**src/rtl/mem_image_loader.sv**
```systemverilog
// Boot-time image loader: packs a little-endian byte stream into 32-bit words
// and writes them into the instruction or data bank at consecutive addresses.
module mem_image_loader #(
  parameter int unsigned TIMEOUT_CYCLES = 65535,
  parameter int unsigned CNT_W          = 16
) (
  input  logic             clk,
  input  logic             rst_n,
  input  logic             start,
  input  logic             target,
  input  logic [31:0]      base_addr,
  input  logic [CNT_W-1:0] word_count,
  input  logic [7:0]       s_byte,
  input  logic             s_valid,
  output logic             s_ready,
  output logic [31:0]      mem_addr,
  output logic [31:0]      mem_data,
  output logic [1:0]       mem_write_select,
  output logic             busy,
  output logic             done,
  output logic             error,
  output logic [31:0]      checksum
);

  typedef enum logic [1:0] {
    S_IDLE,
    S_COLLECT,
    S_WRITE,
    S_FINISH
  } state_t;

  localparam logic [1:0] SEL_NONE = 2'd2;

  state_t           state_q, state_d;
  logic             tgt_q, tgt_d;
  logic [31:0]      base_q, base_d;
  logic [CNT_W-1:0] cnt_q, cnt_d;
  logic [CNT_W-1:0] idx_q, idx_d;
  logic [1:0]       lane_q, lane_d;
  logic [31:0]      tmo_q, tmo_d;
  logic [31:0]      word_q, word_d;
  logic [31:0]      addr_q, addr_d;
  logic [31:0]      data_q, data_d;
  logic [1:0]       sel_q, sel_d;
  logic             rdy_q, rdy_d;
  logic             busy_q, busy_d;
  logic             done_q, done_d;
  logic             err_q, err_d;
  logic [31:0]      chk_q, chk_d;
  logic             accept;

  assign accept = s_valid & rdy_q;

  // Next-state and registered-output computation
  always_comb begin
    state_d = state_q;
    tgt_d   = tgt_q;
    base_d  = base_q;
    cnt_d   = cnt_q;
    idx_d   = idx_q;
    lane_d  = lane_q;
    tmo_d   = tmo_q;
    word_d  = word_q;
    addr_d  = addr_q;
    data_d  = data_q;
    err_d   = err_q;
    chk_d   = chk_q;
    unique case (state_q)
      S_IDLE: begin
        if (start) begin
          tgt_d  = target;
          base_d = base_addr;
          cnt_d  = word_count;
          chk_d  = 32'd0;
          err_d  = 1'b0;
          lane_d = 2'd0;
          idx_d  = '0;
          tmo_d  = 32'd0;
          if (word_count == '0) state_d = S_FINISH;
          else                  state_d = S_COLLECT;
        end
      end
      S_COLLECT: begin
        if (accept) begin
          word_d[{lane_q, 3'b000} +: 8] = s_byte;
          lane_d = lane_q + 2'd1;
          tmo_d  = 32'd0;
          if (lane_q == 2'd3) begin
            state_d = S_WRITE;
            addr_d  = base_q + 32'(idx_q);
            data_d  = {s_byte, word_q[23:0]};
          end
        end else begin
          tmo_d = tmo_q + 32'd1;
          if (TIMEOUT_CYCLES != 0 && tmo_d == 32'(TIMEOUT_CYCLES)) begin
            err_d   = 1'b1;
            state_d = S_FINISH;
          end
        end
      end
      S_WRITE: begin
        chk_d = chk_q + data_q;
        idx_d = idx_q + {{(CNT_W-1){1'b0}}, 1'b1};
        if (idx_d == cnt_q) state_d = S_FINISH;
        else                state_d = S_COLLECT;
      end
      S_FINISH: begin
        state_d = S_IDLE;
      end
      default: state_d = S_IDLE;
    endcase
    rdy_d  = (state_d == S_COLLECT);
    busy_d = (state_d != S_IDLE);
    done_d = (state_d == S_FINISH);
    sel_d  = (state_d == S_WRITE) ? {1'b0, tgt_d} : SEL_NONE;
  end

  // State and output registers
  always_ff @(posedge clk or negedge rst_n) begin
    if (!rst_n) begin
      state_q <= S_IDLE;
      tgt_q   <= 1'b0;
      base_q  <= 32'd0;
      cnt_q   <= '0;
      idx_q   <= '0;
      lane_q  <= 2'd0;
      tmo_q   <= 32'd0;
      word_q  <= 32'd0;
      addr_q  <= 32'd0;
      data_q  <= 32'd0;
      sel_q   <= SEL_NONE;
      rdy_q   <= 1'b0;
      busy_q  <= 1'b0;
      done_q  <= 1'b0;
      err_q   <= 1'b0;
      chk_q   <= 32'd0;
    end else begin
      state_q <= state_d;
      tgt_q   <= tgt_d;
      base_q  <= base_d;
      cnt_q   <= cnt_d;
      idx_q   <= idx_d;
      lane_q  <= lane_d;
      tmo_q   <= tmo_d;
      word_q  <= word_d;
      addr_q  <= addr_d;
      data_q  <= data_d;
      sel_q   <= sel_d;
      rdy_q   <= rdy_d;
      busy_q  <= busy_d;
      done_q  <= done_d;
      err_q   <= err_d;
      chk_q   <= chk_d;
    end
  end

  assign s_ready          = rdy_q;
  assign mem_addr         = addr_q;
  assign mem_data         = data_q;
  assign mem_write_select = sel_q;
  assign busy             = busy_q;
  assign done             = done_q;
  assign error            = err_q;
  assign checksum         = chk_q;

endmodule

```
**config.mk**
```make
export PLATFORM = sky130hd
export DESIGN_NAME = mem_image_loader
export DESIGN_NICKNAME = d
export VERILOG_FILES = /design/src/rtl/mem_image_loader.sv
export SDC_FILE = /design/constraint.sdc
export NUM_CORES = 1
export LEC_CHECK = 0
export CORE_ASPECT_RATIO = 0.5
export CORE_MARGIN = 3
export CORE_UTILIZATION = 56
export DETAILED_ROUTE_END_ITERATION = 8
export PLACE_DENSITY = 0.86
export REMOVE_ABC_BUFFERS = 1
export SLEW_MARGIN = 20
export SYNTH_ARGS = -nofsm -noshare
export SYNTH_HDL_FRONTEND = slang
export SYNTH_SLANG_ARGS = --single-unit
```
**constraint.sdc**
```tcl
create_clock -name clk -period 3.38 [get_ports clk]
set_clock_uncertainty 0.1 [all_clocks]
set_input_delay 0.676 -clock clk [delete_from_list [all_inputs] [get_ports clk]]
set_output_delay 0.676 -clock clk [all_outputs]
set_load 0.02 [all_outputs]
```
==> metrics.cfg <==
[clocking]
clock_latency_ps=520
cts_made_buffers=22
root_buffer=clkbuf_16
cts_tree=done
clkSinkCount=227
postCtsHoldBufs=0
clk_pin_slew_ps=70
cts_max_level=1
clk_path_buf_depth=3

[hold_path]
min_path_type=in -> async

[place]
portBuffers=162
pre_cts_ws_ps=86.5
place.gp.congestion=0.897
hpwl_mm=23.0

[global_routing]
grt_use_total=0.263
grt_max_degree=98
first_global_vias=10400
grt.overflow.total=0
antenna_found_initial=0
grt_pass1_wl_mm=52.6

[finish]
regArea_sq_mm=0.00568
multi_input_area_sq_mm=0.00642
diodes=0
utilization=0.717
drive_gt1_frac=0.116
nFillCells=1494
fin_nets=1546
area_growth_pct=22.3

[route]
dr.pass1.iters=7
drc=0
ant_nets=0
routed_wl_mm=31.8
vias_per_cell=5.98
drt-initial-drc-count=834
routedWlPerCell_um=18.3
routed-via-count=10400

[power_and_ir_drop]
power_switching_mw=4.99
p_comb_frac=0.436
power_per_cell_area_mw_per_mm2=846
p_leak_nw=6.55
p_clk_frac=0.205
vdd_drop_max_mv=0.346
swShare=0.389
p_seq_frac=0.359
p_int_mw=7.85

[run]
maxCapViolCount=0

[synthesis]
synth_warnings=0
syn_avg_cell_area_sq_um=9.75
synth_top_family_by_area=compound AO/OA/AOI/OAI gates
synthXorXnorAreaFrac=0.0684
synth_edf_count=0
ys_seq_area_frac=0.458
synth_compound_area_frac=0.159
muxShareOfSynthArea=0.0743
ys_top_cells_by_area=dfrtp_1, mux2_2, o21ai_0, nand2_1, ha_1
syn_inst=1274
ys_types=74
synth_commonest_cells=dfrtp_1, nand2_1, o21ai_0, mux2_2, nor2_1
synth_fa_ha_area_frac=0.0587
synth.largest_area_cell=dfrtp_1
netlist_area_sq_mm=0.0124
synth_top_area_frac=0.456
synth_simple_gate_area_share=0.154
synth_ff_type=dfrtp_1
synth_most_common_cell=dfrtp_1
synth_seq_cells=227
async_flop_share=1.00

[worst_setup_path]
required_ps=3650
endpoint_kind=register
crit_fanout=6
crit_buf_inv=1
critPathKind=reg -> reg
arrival_ps=3430
crit_family=compound AO/OA/AOI/OAI gates
crit_top_cell=a31oi_1
slowest_stage=a31oi_1
critPathLaunchType=register
slowest_delay_ps=450
worstPathCellList=ha_1, a21o_1, a21oi_1, inv_1, a2111o_1, a31oi_1, o311ai_0, a31oi_1, xor2_1, o21ai_1
r2r_slack_ps=220

[floorplan]
ios=163
num_rows=37
fp.dieH_um=111
die-area_sq_mm=0.0241
start_util=0.587
die_w_um=217
core_area_sq_mm=0.0212

[timing]
finalSetupViolCount=0
min_period_ps=3160
max_clock_freq_mhz=316
setup_ws_ps=218
worst_pin_slew_ps=992
fin_crit_sh=0.936
finalMaxSlewViolations=0
max_slew_margin=0.339
finalHoldViolCount=0

[status]
status=completed

## worst register-to-register path, stage by stage (launching register included)
cell and delay, ps:
dfrtp_1 400, ha_1 400, a21o_1 230, a21oi_1 150
inv_1 80, a2111o_1 430, a31oi_1 450, o311ai_0 230
a31oi_1 300, xor2_1 180, o21ai_1 70
## metal layers
layer	wire length, um	vias up	track usage
met5	0	-	0
met4	767	0	0.0730
met1	14200	5118	0.358
met3	1840	59	0.0449
met2	15100	321	0.438
li1	-	4878	-
## sequential cells by signal, summed over array words and instances, names as in the netlist
register	cells
busy	1
checksum	32
word_q	24
state_q	2
done	1
lane_q	2
idx_q	16
mem_write_select	2
mem_data	32
tgt_q	1
tmo_q	32
s_ready	1
cnt_q	16
error	1
mem_addr	32
base_q	32
## power by group through the flow
stage / registers [mW] / clock network [mW] / logic (mW)
after global placement: 4.56 / 0 / 5.32
after floorplan: 5.00 / 0 / 2.98
after CTS: 4.60 / 2.66 / 5.58
after detailed placement: 4.63 / 0 / 5.54
final: 4.61 / 2.63 / 5.60
after global routing: 4.73 / 2.77 / 6.11
## placed cells by master, fill, tap and decap left out, drive strengths merged, types with 28 or more instances in the layout
master / n
clkbuf: 28
o22ai: 29
ha: 55
clkdlybuf4s50: 161
xnor2: 55
nor2: 61
xor2: 42
nand2: 191
a21oi: 46
mux2: 81
o21ai: 155
dfrtp: 226
## final timing paths
kind / start / end / depth (start not counted)
max: mem_data[15] / checksum[30] / 10
max reg2reg: mem_data[15] / checksum[30] / 10
max in group asynchronous: rst_n / cnt_q[5] / 2
min in group clk: mem_addr[25] / mem_addr[25] / 2
min: rst_n / mem_addr[3] / 1
min reg2reg: mem_addr[25] / mem_addr[25] / 2
## area by class of cell
| cell class | count | area share |
|---|---|---|
| Multi-Input combinational cell | 966 | 0.423 |
| Sequential cell | 227 | 0.374 |
| Timing Repair Buffer | 184 | 0.121 |
| Clock buffer | 28 | 0.0405 |
| Tap cell | 292 | 0.0241 |
| Clock inverter | 11 | 0.00989 |
| Inverter | 27 | 0.00668 |
## through the flow
step	power, mW	cells	TNS (ps)	area, sq um	hold slack (ps)
6_report	12.8	1735	0	15200	66.1
5_1_grt	13.6	1735	-35.0	15200	124
4_1_cts	12.8	1735	0	15200	109
3_5_place_dp	10.2	1696	0	14400	370
3_3_place_gp	9.88	1696	0	14400	358
2_1_floorplan	7.98	1220	-399900	12200	280
## kinds of logic (layout without fill, tap and decap cells)
| logic type | Yosys count | count (layout) |
|---|---|---|
| flops | 227 | 227 |
| fa+ha+maj | 57 | 57 |
| simple gates | 398 | 398 |
| buf+inv | 81 | 250 |
| mux | 82 | 82 |
| compound gates | 332 | 332 |
| xor+xnor | 97 | 97 |
## what timing repair did
action | 4_1_cts | 5_1_grt
setup endpoints to repair | 0 | 18
buffers inserted | 0 | 0
resized for setup | 0 | 6
Power figures use the tool's default switching activity.
